`config.mk`:
```
export PLATFORM = sky130hd
export DESIGN_NAME = lfsr_prbs_engine
export DESIGN_NICKNAME = d
export VERILOG_FILES = /design/src/rtl/lfsr_pkg.sv /design/src/rtl/lfsr_adv_comb.sv /design/src/rtl/lfsr_prbs_engine.sv
export SDC_FILE = /design/constraint.sdc
export NUM_CORES = 1
export LEC_CHECK = 0
export CORE_MARGIN = 8
export CORE_UTILIZATION = 44
export DETAILED_ROUTE_END_ITERATION = 16
export PLACE_DENSITY_LB_ADDON = 0.12
export RECOVER_POWER = 25
export SKIP_LAST_GASP = 1
export SYNTH_ARGS = -nofsm -noshare
export SYNTH_HDL_FRONTEND = slang
export SYNTH_HIERARCHICAL = 1
export SYNTH_SLANG_ARGS = --single-unit
```
`constraint.sdc`:
```
create_clock -name Clk -period 2.7 [get_ports Clk]
set_clock_uncertainty 0.05 [all_clocks]
set_input_delay 0.405 -clock Clk [delete_from_list [all_inputs] [get_ports Clk]]
set_output_delay 0.405 -clock Clk [all_outputs]
set_load 0.05 [all_outputs]
```
`src/rtl/lfsr_pkg.sv`:
```
// Shared types and the parametric Galois LFSR advance used by the PRBS engine.
package lfsr_pkg;

    localparam logic [31:0] TAPS_32_STD = 32'h0040_0007;
    localparam int unsigned LFSR_MAX_W  = 64;

    typedef enum logic [1:0] {
        SEARCH,
        VERIFY,
        LOCKED
    } chk_state_t;

    // Applies 'steps' single-bit Galois shifts to the low 'width' bits of 'state'.
    function automatic logic [LFSR_MAX_W-1:0] lfsr_adv(
        input logic [LFSR_MAX_W-1:0] state,
        input logic [LFSR_MAX_W-1:0] taps,
        input int unsigned           width,
        input int unsigned           steps
    );
        logic [LFSR_MAX_W-1:0] mask;
        logic [LFSR_MAX_W-1:0] top;
        logic [LFSR_MAX_W-1:0] s;
        logic                  msb;
        mask = ~({LFSR_MAX_W{1'b1}} << width);
        top  = mask & ~(mask >> 1);
        s    = state & mask;
        for (int unsigned i = 0; i < LFSR_MAX_W; i++) begin
            if (i < steps) begin
                msb = |(s & top);
                s   = ((s << 1) ^ (msb ? taps : '0)) & mask;
            end
        end
        return s;
    endfunction

endpackage

```
`src/rtl/lfsr_adv_comb.sv`:
```
// Combinational STEPS-fold advance of a WIDTH-bit Galois LFSR state.
module lfsr_adv_comb
    import lfsr_pkg::*;
#(
    parameter int unsigned       WIDTH = 32,
    parameter logic [WIDTH-1:0]  TAPS  = TAPS_32_STD,
    parameter int unsigned       STEPS = 1
) (
    input  logic [WIDTH-1:0] cur,
    output logic [WIDTH-1:0] nxt
);

    localparam logic [LFSR_MAX_W-1:0] TAPS_X = LFSR_MAX_W'(TAPS);

    logic [LFSR_MAX_W-1:0] adv_full;
    logic                  unused_hi;

    assign adv_full  = lfsr_adv(LFSR_MAX_W'(cur), TAPS_X, WIDTH, STEPS);
    assign nxt       = adv_full[WIDTH-1:0];
    // Upper bits are masked to zero by the function; fold them away.
    assign unused_hi = ^adv_full;

endmodule

```
`src/rtl/lfsr_prbs_engine.sv`:
```
// PRBS engine: ready/valid generator (Mode=0) and self-synchronising checker (Mode=1)
// sharing one LFSR state register and one advance network.
module lfsr_prbs_engine
    import lfsr_pkg::*;
#(
    parameter int unsigned      WIDTH        = 32,
    parameter logic [WIDTH-1:0] TAPS         = TAPS_32_STD,
    parameter int unsigned      STEPS        = 1,
    parameter logic [WIDTH-1:0] SEED_DEFAULT = {{(WIDTH-1){1'b0}}, 1'b1},
    parameter int unsigned      LOCK_CNT     = 8,
    parameter int unsigned      UNLOCK_CNT   = 4,
    parameter int unsigned      ERR_CNT_W    = 16
) (
    input  logic                 Clk,
    input  logic                 ARst,
    input  logic                 Mode,
    input  logic                 Enable,
    input  logic                 Load,
    input  logic [WIDTH-1:0]     Seed,
    output logic                 Dout_Valid,
    input  logic                 Dout_Ready,
    output logic [WIDTH-1:0]     Dout,
    input  logic                 Din_Valid,
    input  logic [WIDTH-1:0]     Din,
    input  logic                 ClrErr,
    output logic                 Locked,
    output logic                 ErrPulse,
    output logic [ERR_CNT_W-1:0] ErrCount
);

    localparam int unsigned    MCW      = $clog2(LOCK_CNT + 1);
    localparam int unsigned    UCW      = $clog2(UNLOCK_CNT + 1);
    localparam logic [MCW-1:0] LOCK_V   = MCW'(LOCK_CNT);
    localparam logic [UCW-1:0] UNLOCK_V = UCW'(UNLOCK_CNT);

    logic [WIDTH-1:0]     state_q, state_d, adv_w;
    chk_state_t           chk_q, chk_d, chk_cur;
    logic [MCW-1:0]       match_q, match_d;
    logic [UCW-1:0]       mism_q, mism_d;
    logic [ERR_CNT_W-1:0] err_q, err_d;
    logic                 pulse_q, pulse_d;
    logic                 dv_q, en_q;
    logic                 restart, hit;

    lfsr_adv_comb #(
        .WIDTH (WIDTH),
        .TAPS  (TAPS),
        .STEPS (STEPS)
    ) u_adv (
        .cur (state_q),
        .nxt (adv_w)
    );

    function automatic logic [WIDTH-1:0] nz(input logic [WIDTH-1:0] v);
        return (v == '0) ? SEED_DEFAULT : v;
    endfunction

    assign restart = Enable & Mode & ~en_q;
    assign hit     = (Din == adv_w);

    always_comb begin
        state_d = state_q;
        chk_d   = chk_q;
        match_d = match_q;
        mism_d  = mism_q;
        pulse_d = 1'b0;
        err_d   = err_q;
        // A fresh enable in check mode behaves as if the FSM were already in SEARCH.
        chk_cur = restart ? SEARCH : chk_q;

        if (Enable && !Mode) begin
            if (Load) begin
                state_d = nz(Seed);
            end else if (dv_q && Dout_Ready) begin
                state_d = adv_w;
            end
        end

        if (Enable && Mode) begin
            chk_d = chk_cur;
            if (restart) begin
                match_d = '0;
                mism_d  = '0;
            end
            if (Din_Valid) begin
                unique case (chk_cur)
                    SEARCH: begin
                        state_d = nz(Din);
                        match_d = '0;
                        mism_d  = '0;
                        chk_d   = VERIFY;
                    end
                    VERIFY: begin
                        if (hit) begin
                            state_d = adv_w;
                            match_d = match_q + 1'b1;
                            if (match_d == LOCK_V) begin
                                chk_d  = LOCKED;
                                mism_d = '0;
                            end
                        end else begin
                            state_d = nz(Din);
                            match_d = '0;
                        end
                    end
                    LOCKED: begin
                        state_d = adv_w;
                        if (!hit) begin
                            pulse_d = 1'b1;
                            mism_d  = mism_q + 1'b1;
                            if (mism_d == UNLOCK_V) begin
                                chk_d   = SEARCH;
                                match_d = '0;
                                mism_d  = '0;
                            end
                        end else begin
                            mism_d = '0;
                        end
                    end
                    default: chk_d = SEARCH;
                endcase
            end
        end

        if (ClrErr) begin
            err_d = '0;
        end else if (pulse_d && (err_q != '1)) begin
            err_d = err_q + 1'b1;
        end
    end

    always_ff @(posedge Clk or posedge ARst) begin
        if (ARst) begin
            state_q <= SEED_DEFAULT;
            chk_q   <= SEARCH;
            match_q <= '0;
            mism_q  <= '0;
            err_q   <= '0;
            pulse_q <= 1'b0;
            dv_q    <= 1'b0;
            en_q    <= 1'b0;
        end else begin
            state_q <= state_d;
            chk_q   <= chk_d;
            match_q <= match_d;
            mism_q  <= mism_d;
            err_q   <= err_d;
            pulse_q <= pulse_d;
            dv_q    <= Enable & ~Mode;
            en_q    <= Enable;
        end
    end

    assign Dout       = state_q;
    assign Dout_Valid = dv_q;
    assign Locked     = (chk_q == LOCKED);
    assign ErrPulse   = pulse_q;
    assign ErrCount   = err_q;

endmodule

```
* Word level (Yosys, flattened, before mapping) *
Index checks and enable logic that the tools add are counted.

word-level totals
  bits in latches = 0
  memories = 0
  register bits after elaboration = 60
  logic and storage cells = 69
  bits in read-only memories = 0
  memory bits (writable) = 0

cells by class
  equality and inequality tests = 7
  bitwise logic cells = 6
  reduce and logical (&&, ||, !) cells = 9
  add/subtract/negate cells = 3
  muxes and demuxes = 36
  shifts and indexed selects = 0
  div/mod/pow operators = 0
  multipliers = 0
  magnitude comparators = 0

operator list
  cell                   count
  $mux 32                8
  $pmux 32 s3            1
  $logic_not 32->1       2
  $eq 32x32->1           1
  $mux 16                2
  $xor 32x32->32         1
  $mux 23                1
  $mux 4                 5
  $mux 3                 6
  $add 16x1->16 const B  1
  $ne 16x16->1 const B   1
  $mux 2                 6
  $pmux 4 s3             1
  $pmux 3 s3             1
  $pmux 2 s3             1
  $add 4x1->4 const B    1
  $eq 2x2->1 const B     2
  $eq 4x4->1 const B     1
  $logic_and 1x1->1      4
  $mux 1                 4
  $add 3x1->3 const B    1
  $and 1x1->1            3
  $eq 3x3->1 const B     1
  $eq 2x1->1 const B     1
  other kinds (4)        5

* Logic depth before layout (Yosys ltp) *
  word-level depth = 10
  depth in mapped cells = 9
  gate-level depth less buffers = 7

* Modules after synthesis *
The synthesis kept the hierarchy.

modules (own cells, without submodules)
  module            times used  area an instance (µm²)  cells an instance  sequential area each (µm²)
  lfsr_prbs_engine  1           4,175.3                 457                1,502.7
  lfsr_adv_comb     1           244.0                   32                 0.0

* Least setup slack after synthesis *
No wires, ideal clock.

  path type = register to register
  start point = register state_q[31], in the netlist Dout[31]
  end point = register state_q[10], in the netlist Dout[10]
  stages on the path, launching flop included = 10
  data required time = 2,524 ps
  setup slack = -57 ps
  data arrival time = 2,581 ps
  path buffers = 2
  clock period less this slack = 2,757 ps
  cells stage by stage = dfrtp_1 > xor2_1 > xnor2_1 > nand4_1 > nor4_4 > nand4_1 > and2_1 > buf_2 > buf_6 > a221o_1

on the way
  word-level cells in the longest chain between the ends = 7

ends and longest elaborated chain
  item                      RTL line                 text
  start: declaration        lfsr_prbs_engine.sv:36   logic [WIDTH-1:0] state_q, state_d, adv_w;
  start signal: assignment  lfsr_prbs_engine.sv:143  state_q <= state_d;
  $mux 23                   lfsr_pkg.sv:30           s = ((s << 1) ^ (msb ? taps : '0)) & mask;
  $xor 32x32->32            lfsr_pkg.sv:30
  via adv_w[1]              lfsr_prbs_engine.sv:36
  $eq 32x32->1              lfsr_prbs_engine.sv:59   assign hit = (Din == adv_w);
  $mux 32                   lfsr_prbs_engine.sv:94   if (hit) begin
  $pmux 32 s3               lfsr_prbs_engine.sv:86   unique case (chk_cur)
  $mux 32                   lfsr_prbs_engine.sv:85   if (Din_Valid) begin
  $mux 32                   lfsr_prbs_engine.sv:79   if (Enable && Mode) begin
  via state_d[10]           lfsr_prbs_engine.sv:36

The timed path passes the listed nets, and every way through them passes these cells.
A chain may end at the register's enable or synchronous reset.

* Final worst setup path *
  start point = register state_q[31], in the netlist Dout[31]
  end point = register mism_q[0]

on the way
  word-level cells in the longest chain between the ends = 6
  elaborated cells between the ends (all ways) = 7

ends and longest elaborated chain
  item                              RTL line                                         text
  $mux 23 *                         lfsr_pkg.sv:30
  $xor 32x32->32 *                  lfsr_pkg.sv:30
  via adv_w[22]                     lfsr_prbs_engine.sv:36
  $eq 32x32->1 *                    lfsr_prbs_engine.sv:59
  $mux 3, on equally long branches  lfsr_prbs_engine.sv:108, lfsr_prbs_engine.sv:94
  $pmux 3 s3 *                      lfsr_prbs_engine.sv:86
  $mux 3 *                          lfsr_prbs_engine.sv:85
  end signal: assignment            lfsr_prbs_engine.sv:146                          mism_q <= mism_d;
  end: declaration                  lfsr_prbs_engine.sv:39                           logic [UCW-1:0] mism_q, mism_d;

Mark *: on every way through the listed nets, which the timed path passes. The rest lies on a longest branch.

==> flow_metrics.env <==
export IMPL_yosysTopAreaCell="dfrtp_1"
export IMPL_synth_area_leaders="dfrtp_1 33%, xnor2_1 7.3%, a221o_1 7.0%"
export IMPL_h_tree_depth=3
export IMPL_ys_ff_latch=60
export IMPL_slew_headroom=0.440
export IMPL_drive_above_1_share=0.130
export IMPL_ir_drop_v=0.000461
export IMPL_start_util=0.452
export IMPL_worstPathRequired_ns=2.88
export IMPL_finalCritPeriodShare=0.949
export IMPL_drv_slew=0
export IMPL_synthTopCellsByCount="59 x dfrtp_1, 52 x nor2_1, 37 x xnor2_1, 33 x nor3_1, 32 x o22a_1"
export IMPL_p_sw_w=0.00122
export IMPL_via_count=4665
export IMPL_drtPass1Iterations=5
export IMPL_crit_path_end_kind="flop"
export IMPL_synth_cell_types=51
export IMPL_portBuffers=122
export IMPL_regArea_um2=1500
export IMPL_fin_worst_hold_slack_ns=0.464
export IMPL_fmaxAchievable_mhz=390
export IMPL_ys_warn_count=6
export IMPL_gp_congestion=0.895
export IMPL_grt_pass1_vias=4595
export IMPL_critical_path_class="flop to flop"
export IMPL_multi_input_area_um2=2530
export IMPL_die_x_um=116
export IMPL_reg2reg_to="mism_q[0]"
export IMPL_final_antenna_net_count=0
export IMPL_die_area_um2=13500
export IMPL_status="finished, final reports clean"
export IMPL_internal_power_w=0.00200
export IMPL_nFillCells=874
export IMPL_r2r_setup_slack_ns=0.14
export IMPL_drcViolationCount=0
export IMPL_grt_start_max_net_pins=33
export IMPL_power_share_clock=0.254
export IMPL_synth_edf_count=0
export IMPL_overflow=0
export IMPL_reg2reg_from="Dout[31]"
export IMPL_antenna_cells=0
export IMPL_syn_inst=489
export IMPL_avgRoutedWirePerCell_um=20.4
export IMPL_rows=36
export IMPL_syn_nets=566
export IMPL_cts_path_max_buffers=2
export IMPL_fp_dieH_um=116
export IMPL_clock_latency_ns=0.36
export IMPL_ys_seq_area_frac=0.340
export IMPL_syn_cell_area_um2=4420
export IMPL_grt_use_total=0.229
export IMPL_dp_hpwl_um=11400
export IMPL_cts_buffers=9
export IMPL_post_cts_setup_buffers=0
export IMPL_maxCapViolations=0
export IMPL_worstPathCellList="xor2_1 > xnor2_1 > nand4_1 > nor4_4 > buf_4 > a41oi_1 > or3_1 > mux2_2"
export IMPL_areaGrowthSynthToFinish_pct=37.8
export IMPL_post_route_min_period_ns=2.56
export IMPL_finalHoldViolCount=0
export IMPL_path_clk_slew_ns=0.07
export IMPL_hold_class="input port to asynchronous set/reset pin"
export IMPL_rsz0062_at_grt="no"
export IMPL_drt_wl_total_um=15400
export IMPL_synth_ff_type="dfrtp_1"
export IMPL_pwr_share_comb=0.392
export IMPL_cts_sinks=60
export IMPL_nets=695
export IMPL_netSwitchingFraction=0.378
export IMPL_antenna_found_initial=0
export IMPL_crit_fanout=6
export IMPL_synth_top_cell_area_share=0.334
export IMPL_coreArea_um2=9770
export IMPL_setup_viol=0
export IMPL_cp_arrival_ns=2.75
export IMPL_powerDensity_nw_per_um2=529
export IMPL_start_kind="flop"
export IMPL_rr_worst_depth=8
export IMPL_cts_root_buffer="clkbuf_8"
export IMPL_syn_area_per_cell_um2=9.04
export IMPL_fin_util=0.623
export IMPL_final_area_um2=6090
export IMPL_cts_tree="done"
export IMPL_synthArstFlopShare=1.00
export IMPL_grt_pass1_wl_um=24300
export IMPL_drt_iter0_markers=303
export IMPL_pwr_share_seq=0.354
export IMPL_io_pins=123
export IMPL_cp_slowest_stage_delay_ns=0.47
export IMPL_synth_most_common_cell="dfrtp_1"
export IMPL_worst_pin_slew_ns=0.840
export IMPL_dpl_cell_area_um2=5900
export IMPL_cp_slowest_cell="dfrtp_2"
export IMPL_cellLeakagePower_nw=2.45
export IMPL_viasPerCell=6.18
area by class of cell:
cell class | count | share of cell area
Tap cell | 133 | 0.0273
Clock inverter | 2 | 0.00575
Inverter | 6 | 0.00370
Sequential cell | 60 | 0.247
Timing Repair Buffer | 181 | 0.276
Multi-Input combinational cell | 360 | 0.415
Clock buffer | 13 | 0.0245
through the flow:
| step | setup WS (ns) | setup TNS, ns | cells | total power, W |
|---|---|---|---|---|
| 2_1_floorplan | 0.0821 | 0 | 489 | 0.00199 |
| 3_3_place_gp | -0.117 | -1.10 | 740 | 0.00239 |
| 3_5_place_dp | -0.166 | -2.37 | 740 | 0.00240 |
| 4_1_cts | 0.0694 | 0 | 755 | 0.00323 |
| 5_1_grt | 0.0120 | 0 | 755 | 0.00334 |
| 6_report | 0.136 | 0 | 755 | 0.00322 |
layer usage:
| metal | vias up | track usage | wire length, um |
|---|---|---|---|
| met4 | 0 | 0.0691 | 263 |
| met2 | 258 | 0.356 | 6990 |
| met5 | - | 0 | 0 |
| li1 | 2108 | - | - |
| met1 | 2270 | 0.301 | 6550 |
| met3 | 29 | 0.0683 | 1600 |
power by group through the flow:
| stage | clock [W] | sequential (W) | combinational, W |
|---|---|---|---|
| after floorplan | 0 | 0.00137 | 0.000616 |
| after global placement | 0 | 0.00115 | 0.00124 |
| after global routing | 0.000863 | 0.00115 | 0.00133 |
| final | 0.000817 | 0.00114 | 0.00126 |
| after detailed placement | 0 | 0.00115 | 0.00125 |
| after CTS | 0.000830 | 0.00113 | 0.00126 |
flip-flops by register name, indices dropped and copies added (netlist names):
name and cells:
Dout_Valid 1, chk_q 2, Dout 32, ErrPulse 1
ErrCount 16, mism_q 3, en_q 1, match_q 4
worst max-delay path: cells and delay by family (launching register included):
family          cells  cell delay [ns]
xor+xnor            2             0.51
buf+inv             1             0.21
mux                 1             0.29
simple gates        3             0.81
compound gates      1             0.11
flops               1             0.47
cells by family after synthesis:
family	after synthesis	synth area share
AND/OR/NAND/NOR	179	0.214
AO/OA/AOI/OAI	124	0.232
buffers and inverters	69	0.0900
flip-flops	60	0.340
XOR/XNOR	40	0.0793
multiplexers	12	0.0303
adder cells (fa/ha/maj)	5	0.0142
repair_timing:
action                     4_1_cts  5_1_grt
setup endpoints to repair        0        9
resized for setup                0        1
hold buffers                     0        0
worst max-delay path by stage:
stage,to,depth (start not counted),start,slack (ns)
detailed placement,mism_q[0],8,Din[13],-0.17
finish,mism_q[0],8,Dout[31],0.14
floorplan,ErrCount[3],7,chk_q[1],0.08
global route,mism_q[0],7,Dout[12],0.01
CTS,ErrCount[5],8,Dout[0],0.07
global placement,mism_q[0],8,Din[5],-0.12
layout by cell type, fill, tap and decap left out, drive strengths merged, types with 4 or more instances in the layout:
cell / n
o21ai: 4
nand2: 12
nor2b: 12
buf: 57
nor2: 52
ha: 5
mux2: 11
and2: 6
a21oi: 5
dfrtp: 59
nand3: 8
clkbuf: 15
nor3: 33
o22ai: 31
xnor2: 37
inv: 6
nand4: 21
nor4: 19
clkdlybuf4s50: 120
a221o: 31
and3: 10
o22a: 32
(Power assumes the default switching activity.)
